==> src/rtl/ballot_controller.sv <==
// ballot_controller: synchronises and debounces four candidate buttons and
// enforces one registered, one-hot vote pulse per officer-armed ballot.
`default_nettype none

module ballot_controller #(
    parameter int DEBOUNCE_CYCLES = 16,
    parameter int LED_HOLD_CYCLES = 8,
    parameter int TIMEOUT_CYCLES  = 1024
) (
    input  logic clk,
    input  logic rst,
    input  logic arm,
    input  logic button1,
    input  logic button2,
    input  logic button3,
    input  logic button4,
    output logic vote1,
    output logic vote2,
    output logic vote3,
    output logic vote4,
    output logic led1,
    output logic led2,
    output logic led3,
    output logic led4,
    output logic ready,
    output logic timeout
);

    localparam int DW = $clog2(DEBOUNCE_CYCLES) + 1;
    localparam int HW = $clog2(LED_HOLD_CYCLES) + 1;
    localparam int TW = $clog2(TIMEOUT_CYCLES) + 1;

    localparam logic [DW-1:0] D_LAST = DW'(DEBOUNCE_CYCLES - 1);
    localparam logic [HW-1:0] H_LAST = HW'(LED_HOLD_CYCLES - 1);
    localparam logic [TW-1:0] T_LAST = TW'(TIMEOUT_CYCLES - 1);

    typedef enum logic [2:0] {
        IDLE    = 3'd0,
        ARMED   = 3'd1,
        QUAL    = 3'd2,
        CAST    = 3'd3,
        ACK     = 3'd4,
        RELEASE = 3'd5
    } state_t;

    state_t        state;
    logic [3:0]    s1;
    logic [3:0]    s2;
    logic [3:0]    cand;
    logic [3:0]    vote;
    logic [3:0]    led;
    logic [DW-1:0] dcnt;
    logic [HW-1:0] hcnt;
    logic [TW-1:0] tcnt;

    logic [3:0]    buttons;
    logic          sel;
    logic [DW-1:0] dnext;
    logic          cast_ok;
    logic          expired;

    assign buttons = {button4, button3, button2, button1};
    assign sel     = (s2 != 4'b0000) && ((s2 & (s2 - 4'd1)) == 4'b0000);
    assign dnext   = dcnt + DW'(1);

    // The ARMED cycle that latched the candidate already counts as one stable
    // cycle, so the incremented count is compared to cast on time.
    assign cast_ok = (s2 == cand) && (dnext == D_LAST);
    assign expired = (tcnt == T_LAST);

    always_ff @(posedge clk) begin
        if (rst) begin
            state   <= IDLE;
            s1      <= 4'b0000;
            s2      <= 4'b0000;
            cand    <= 4'b0000;
            vote    <= 4'b0000;
            led     <= 4'b0000;
            dcnt    <= '0;
            hcnt    <= '0;
            tcnt    <= '0;
            ready   <= 1'b0;
            timeout <= 1'b0;
        end else begin
            s1      <= buttons;
            s2      <= s1;
            vote    <= 4'b0000;
            timeout <= 1'b0;

            case (state)
                IDLE: begin
                    tcnt <= '0;
                    led  <= 4'b0000;
                    if (arm) begin
                        state <= ARMED;
                        ready <= 1'b1;
                    end
                end

                ARMED: begin
                    tcnt <= tcnt + TW'(1);
                    if (expired) begin
                        timeout <= 1'b1;
                        ready   <= 1'b0;
                        state   <= IDLE;
                    end else if (sel) begin
                        cand  <= s2;
                        dcnt  <= '0;
                        state <= QUAL;
                    end
                end

                QUAL: begin
                    tcnt <= tcnt + TW'(1);
                    dcnt <= dnext;
                    // A completed debounce beats an expiry landing on the same edge.
                    if (cast_ok) begin
                        vote  <= cand;
                        ready <= 1'b0;
                        state <= CAST;
                    end else if (expired) begin
                        timeout <= 1'b1;
                        ready   <= 1'b0;
                        state   <= IDLE;
                    end else if (s2 != cand) begin
                        dcnt  <= '0;
                        state <= ARMED;
                    end
                end

                CAST: begin
                    hcnt  <= '0;
                    led   <= cand;
                    state <= ACK;
                end

                ACK: begin
                    hcnt <= hcnt + HW'(1);
                    if (hcnt == H_LAST) begin
                        led   <= 4'b0000;
                        state <= RELEASE;
                    end
                end

                RELEASE: begin
                    if (s2 == 4'b0000) begin
                        state <= IDLE;
                    end
                end

                default: begin
                    state <= IDLE;
                end
            endcase
        end
    end

    assign vote1 = vote[0];
    assign vote2 = vote[1];
    assign vote3 = vote[2];
    assign vote4 = vote[3];
    assign led1  = led[0];
    assign led2  = led[1];
    assign led3  = led[2];
    assign led4  = led[3];

endmodule

`default_nettype wire

==> config.mk <==
export PLATFORM = sky130hd
export DESIGN_NAME = ballot_controller
export DESIGN_NICKNAME = d
export VERILOG_FILES = /design/src/rtl/ballot_controller.sv
export SDC_FILE = /design/constraint.sdc
export NUM_CORES = 1
export LEC_CHECK = 0
export CORE_ASPECT_RATIO = 1.1
export CORE_MARGIN = 5
export CORE_UTILIZATION = 50
export CTS_BUF_LIST = sky130_fd_sc_hd__clkbuf_8
export DETAILED_ROUTE_END_ITERATION = 12
export GPL_ROUTABILITY_DRIVEN = 0
export PLACE_DENSITY_LB_ADDON = 0.3
export SLEW_MARGIN = 30
export SYNTH_ARGS = -nofsm -noshare
export SYNTH_HDL_FRONTEND = slang
export SYNTH_SLANG_ARGS = --single-unit
==> constraint.sdc <==
create_clock -name clk -period 2.45 [get_ports clk]
set_input_delay 0.6125 -clock clk [delete_from_list [all_inputs] [get_ports clk]]
set_output_delay 0.6125 -clock clk [all_outputs]
set_load 0.005 [all_outputs]
# Word-level counts from Yosys, hierarchy flattened
# Cells that the tools add are included.
[totals]
reg_bits = 45
inputBits = 7
output_inout_bits = 10
word_cells = 80
[op_classes]
add_sub_neg = 4
eq_ne = 17
n_mux = 26
n_bitwise = 4
reduce_logical = 18
[ops]
columns = ["cell", "count"]
rows = [
  ["$mux 5", 5],
  ["$mux 3", 8],
  ["$pmux 11 s2", 1],
  ["$pmux 3 s6", 1],
  ["$pmux 4 s3", 1],
  ["$add 11x1->11 const B", 1],
  ["$eq 11x10->1 const B", 1],
  ["$ne 2x2->1 const B", 5],
  ["$pmux 5 s2", 1],
  ["$logic_not 4->1", 2],
  ["$pmux 4 s2", 1],
  ["$eq 3x2->1 const B", 2],
  ["$eq 3x3->1 const B", 2],
  ["$reduce_and 3->1", 2],
  ["$reduce_bool 2->1", 3],
  ["$reduce_bool 3->1", 2],
  ["$add 5x1->5 const B", 1],
  ["$eq 5x4->1 const B", 1],
  ["$mux 1", 5],
  ["$reduce_and 5->1", 1],
  ["$add 4x1->4 const B", 1],
  ["$and 4x4->4", 1],
  ["$eq 4x3->1 const B", 1],
  ["$eq 4x4->1", 1],
  ["other kinds (15)", 19],
]

# Longest topological paths before layout
[depth]
depth_word = 7
mapped_depth = 7
depth_no_buf = 7

# Worst setup path after synthesis
# Ideal clock, no wire load.
[synth_path]
kind = "reg-to-reg"
from = "register tcnt[0]"
to = "register state[0]"
t_arrival_ns = 1.939
setup_slack_ns = 0.437
path_stages_with_launch = 8
period_less_slack_ns = 2.013
cell_sequence = "dfxtp_1 ha_1 nand3_2 or4_4 buf_6 and4b_4 a2111o_1 a31oi_1"
[synth_between]
elab_chain_cells = 4
elab_cells_between_ends = 8
cone_classes = "3 x eq/ne; 4 x mux; 1 x reduce/logical"
[synth_lines]
columns = ["element", "line_no", "source"]
rows = [
  ["start: declaration", "54", "logic [TW-1:0] tcnt;"],
  ["start signal: assignment", "101", "tcnt <= tcnt + TW'(1);"],
  ["start signal: assignment", "114", "tcnt <= tcnt + TW'(1);"],
  ["$eq 11x10->1 *", "69", "assign expired = (tcnt == T_LAST);"],
  ["$mux 3", "121", "end else if (expired) begin"],
  ["$mux 3", "117", "if (cast_ok) begin"],
  ["$pmux 3 s6", "90", "case (state)"],
  ["end signal: assignment", "73", "state <= IDLE;"],
  ["end signal: assignment", "120", "state <= CAST;"],
  ["end signal: assignment", "124", "state <= IDLE;"],
  ["end: declaration", "46", "state_t state;"],
]
# Mark *: on every way between the ends. The rest lies on a longest branch, timed or not.
# A chain may end at the register's enable or synchronous reset.

# Worst setup path after layout
# Ends and elaborated chain as after synthesis.

==> flow_summary.html <==
<table>
<tr><th>Metric</th><th>Value</th></tr>
<tr><th colspan="2">Outcome</th></tr>
<tr><td>Outcome</td><td>finished, final reports clean</td></tr>
<tr><th colspan="2">STA</th></tr>
<tr><td>Setup violators final</td><td>0</td></tr>
<tr><td>Hold Worst Slack</td><td>0.441 ns</td></tr>
<tr><td>Max Slew Vio Count</td><td>0</td></tr>
<tr><td>Clock period minus final worst setup slack</td><td>2.08 ns</td></tr>
<tr><td>Max transition margin</td><td>between 50% and 60%</td></tr>
<tr><td>FMAX</td><td>481 MHz</td></tr>
<tr><td>Hold Fails Final Rpt</td><td>0</td></tr>
<tr><td>Setup Skew</td><td>0.0138 ns</td></tr>
<tr><td>Measured slew at the worst slew-check pin</td><td>around 0.67 ns</td></tr>
<tr><td>Crit share post-route</td><td>between 80% and 90%</td></tr>
<tr><td>Total negative setup slack</td><td>0 ns</td></tr>
<tr><td>Unrepaired setup endpoints after global routing</td><td>no</td></tr>
<tr><th colspan="2">Finish</th></tr>
<tr><td>Net count, final</td><td>272</td></tr>
<tr><td>Number of antenna repair diodes</td><td>0</td></tr>
<tr><td>Count of fill cells added during filler insertion</td><td>roughly 400</td></tr>
<tr><td>Layout overhead on the synthesized area</td><td>15.8%</td></tr>
<tr><td>Proportion of layout cells with a drive suffix above 1</td><td>just over 10%</td></tr>
<tr><td>Final cell area excluding filler cells</td><td>2440 sq um</td></tr>
<tr><th colspan="2">Job</th></tr>
<tr><td>Reported max-cap violation count</td><td>0</td></tr>
<tr><th colspan="2">Placement</th></tr>
<tr><td>Port Buffers</td><td>16</td></tr>
<tr><td>Area after detailed placement</td><td>2330 sq um</td></tr>
<tr><td>Half-perimeter wire length after placement</td><td>slightly above 3000 um</td></tr>
<tr><th colspan="2">Pwr</th></tr>
<tr><td>Leakage power summed over all cells</td><td>0.857 nW</td></tr>
<tr><td>Total power divided by cell area</td><td>703 nW/um^2</td></tr>
<tr><td>IR Drop Worst-Case VDD</td><td>0.462 mV</td></tr>
<tr><th colspan="2">Setup path</th></tr>
<tr><td>Kind of start point of the critical path</td><td>register</td></tr>
<tr><td>Reg-to-reg endpoint</td><td>state[0]$_SDFFE_PP0P_</td></tr>
<tr><td>Worst EP arrival</td><td>roughly 2.3 ns</td></tr>
<tr><td>Worst R2R Start</td><td>tcnt[0]$_SDFFE_PP0P_</td></tr>
<tr><td>Worst setup path category</td><td>reg -&gt; reg</td></tr>
<tr><td>FF-to-FF path depth</td><td>6</td></tr>
<tr><td>Highest net fanout along the worst path</td><td>6</td></tr>
<tr><td>Element type at the critical path end</td><td>register</td></tr>
<tr><td>Worst setup slack for register-to-register paths</td><td>0.37 ns</td></tr>
<tr><td>CP required</td><td>2.69 ns</td></tr>
<tr><th colspan="2">CTS</th></tr>
<tr><td>Clk buf depth</td><td>2</td></tr>
<tr><td>Number of gates given a new drive strength after cts</td><td>0</td></tr>
<tr><td>Post-CTS setup buffer count</td><td>0</td></tr>
<tr><td>Sink Count</td><td>45</td></tr>
<tr><td>Number of hold buffers added after CTS</td><td>0</td></tr>
<tr><td>Worst-skew pair later-pin latency</td><td>0.31 ns</td></tr>
<tr><td>H-tree depth reported by CTS</td><td>2</td></tr>
<tr><td>Clock-pin slew on the worst setup and hold paths</td><td>0.09 ns</td></tr>
<tr><td>Buffer cell driving the clock tree root</td><td>sky130_fd_sc_hd__clkbuf_8</td></tr>
<tr><td>TritonCTS clock tree</td><td>done</td></tr>
<tr><td>Cts bufs inserted</td><td>5</td></tr>
<tr><th colspan="2">Logic synthesis</th></tr>
<tr><td>Synthesized instance count</td><td>around 250</td></tr>
<tr><td>Distinct cell type count of the synthesized netlist</td><td>50</td></tr>
<tr><td>Area share of the largest cell type after synthesis</td><td>42.7%</td></tr>
<tr><td>Yosys top cell by area</td><td>sky130_fd_sc_hd__dfxtp_1</td></tr>
<tr><td>Area of the mapped netlist</td><td>2110 sq um</td></tr>
<tr><td>Ranking of synthesized cells by area</td><td>sky130_fd_sc_hd__dfxtp_1 43%, sky130_fd_sc_hd__a21oi_1 5.0%, sky130_fd_sc_hd__nor2_1 4.4%</td></tr>
<tr><td>Total number of yosys warnings</td><td>0</td></tr>
<tr><td>Synth Register Bits</td><td>45</td></tr>
<tr><td>Sequential share of the synthesized area</td><td>42.7%</td></tr>
<tr><td>Mean area per synthesized cell</td><td>8.62 sq um</td></tr>
<tr><td>Cell types with the highest counts after synthesis</td><td>45 x sky130_fd_sc_hd__dfxtp_1, 25 x sky130_fd_sc_hd__nor2_1, 21 x sky130_fd_sc_hd__a21oi_1</td></tr>
<tr><td>Async SR Flop Fraction</td><td>0%</td></tr>
<tr><td>Most frequently used flop master after synthesis</td><td>sky130_fd_sc_hd__dfxtp_1</td></tr>
<tr><td>Most numerous cell in the Yosys netlist</td><td>sky130_fd_sc_hd__dfxtp_1</td></tr>
<tr><td>Mapped Nets</td><td>256</td></tr>
<tr><td>Number of enable flip-flop cells after synthesis</td><td>0</td></tr>
<tr><th colspan="2">Detailed routing</th></tr>
<tr><td>Routed length per instance</td><td>13.9 um</td></tr>
<tr><td>Wirelength, routed</td><td>roughly 4400 um</td></tr>
<tr><td>Vias</td><td>1819</td></tr>
<tr><td>Detailed-router iteration count before antenna repair</td><td>4</td></tr>
<tr><td>DRC violation total after the first TritonRoute iteration</td><td>about 140</td></tr>
<tr><td>Post-route DRC violation count</td><td>0</td></tr>
<tr><td>Number of routed nets with antenna violations</td><td>0</td></tr>
<tr><td>Avg Vias per Cell</td><td>a little under 6</td></tr>
<tr><th colspan="2">Floorplanning</th></tr>
<tr><td>Count of pins on the block boundary</td><td>17</td></tr>
<tr><td>Rows</td><td>24</td></tr>
<tr><td>Die width</td><td>72.0 um</td></tr>
<tr><td>Y dimension of the die</td><td>a little under 80 um</td></tr>
<tr><td>DIE AREA</td><td>5620 sq um</td></tr>
<tr><td>Initial standard-cell utilization of the core</td><td>52.5%</td></tr>
<tr><td>Core ar.</td><td>4020 sq um</td></tr>
<tr><th colspan="2">Global route</th></tr>
<tr><td>Congestion Overflow GR</td><td>0</td></tr>
<tr><td>Vias in the first global route</td><td>~1.7k</td></tr>
<tr><td>Wire length of the first global-routing pass</td><td>between 7000 and 8000 um</td></tr>
<tr><td>Number of antenna violations at the first check in global routing</td><td>0</td></tr>
<tr><td>Pin count of the biggest net entering global routing</td><td>22</td></tr>
<tr><td>Global-route usage over all layers</td><td>16.8%</td></tr>
<tr><th colspan="2">Hold path</th></tr>
<tr><td>Worst min-delay path category</td><td>reg -&gt; reg</td></tr>
<tr><td>Startpoint of the tightest hold check path</td><td>s1[1]$_SDFF_PP0_</td></tr>
<tr><td>Worst-case hold path end point</td><td>s2[1]$_SDFF_PP0_</td></tr>
<tr><td>Hold Path Stages</td><td>1</td></tr>
</table>
[through the flow]
stage	std cells	worst slack, ns	utilization (%)	total power, mW
after floorplan	245	0.437	-	1.07
after global placement	306	0.434	57.9	1.15
after detailed placement	306	0.403	57.9	1.16
after CTS	314	0.382	60.8	1.74
after global routing	314	0.238	60.8	1.82
final	314	0.371	60.8	1.72
[worst max-delay path, stage by stage (launching register included)]
cell and delay, ns:
sky130_fd_sc_hd__dfxtp_1 0.40, sky130_fd_sc_hd__ha_1 0.23, sky130_fd_sc_hd__nand3_2 0.14, sky130_fd_sc_hd__or4_4 0.59, sky130_fd_sc_hd__and4b_4 0.24, sky130_fd_sc_hd__a2111o_1 0.28
sky130_fd_sc_hd__a31oi_1 0.15
[final cells by class]
cell class              instances  area, sq um  area share [%]
multi-input cells             181         1130            46.3
flip-flops and latches         45          901            36.8
repair buffers                 23          213            8.70
clock buffers                   5         68.8            2.81
well taps                      52         65.1            2.66
clock inverters                 3         47.5            1.94
inverters                       5         18.8           0.768
[cells in the final DEF, fill, tap and decap left out, types with 7 or more instances in the layout]
cell type,count
sky130_fd_sc_hd__nor2b_1,13
sky130_fd_sc_hd__buf_4,7
sky130_fd_sc_hd__nand2_1,8
sky130_fd_sc_hd__nor2_1,25
sky130_fd_sc_hd__a21oi_1,21
sky130_fd_sc_hd__nor3_1,12
sky130_fd_sc_hd__clkdlybuf4s50_1,16
sky130_fd_sc_hd__nand3_1,16
sky130_fd_sc_hd__o21ai_0,8
sky130_fd_sc_hd__dfxtp_1,45
[power by group]
group / internal [mW] / leakage (nW) / total (mW) / switching, mW
clock: 0.311 / 0.0591 / 0.578 / 0.267
combinational: 0.136 / 0.433 / 0.327 / 0.191
sequential: 0.761 / 0.365 / 0.814 / 0.0525
total: 1.21 / 0.857 / 1.72 / 0.511
[registers in the layout, summed over array words and instances, names as in the netlist]
name	cells
cand	4
timeout	1
tcnt	11
vote	4
s2	4
s1	4
ready	1
dcnt	5
state	3
hcnt	4
led	4
[logic make-up (layout without fill, tap and decap cells)]
logic type | count (synthesis) | count (layout) | share of synthesized area [%]
AND/OR/NAND/NOR | 108 | 108 | 28.5
AO/OA/AOI/OAI | 59 | 59 | 18.2
flip-flops | 45 | 45 | 42.7
buffers and inverters | 19 | 36 | 3.73
XOR/XNOR | 5 | 5 | 2.07
multiplexers | 5 | 5 | 2.49
adder cells (fa/ha/maj) | 4 | 4 | 2.37
[worst max path at each step]
stage,to,cells after the start,slack [ns],from
2_1_floorplan,state[0]$_SDFFE_PP0P_,7,0.44,tcnt[0]$_SDFFE_PP0P_
3_3_place_gp,state[0]$_SDFFE_PP0P_,6,0.43,tcnt[0]$_SDFFE_PP0P_
3_5_place_dp,state[0]$_SDFFE_PP0P_,6,0.40,tcnt[1]$_SDFFE_PP0P_
4_1_cts,state[0]$_SDFFE_PP0P_,6,0.38,tcnt[0]$_SDFFE_PP0P_
5_1_grt,dcnt[4]$_SDFFE_PP0P_,6,0.24,tcnt[1]$_SDFFE_PP0P_
6_report,state[0]$_SDFFE_PP0P_,6,0.37,tcnt[0]$_SDFFE_PP0P_
[layer usage]
metal  track usage, %  routed length [um]
met2             26.7                2010
met1             21.2                2030
met4             8.27                  91
met5                0                   0
met3             3.96                 217
Note: power is estimated with default switching activity, not from simulation.
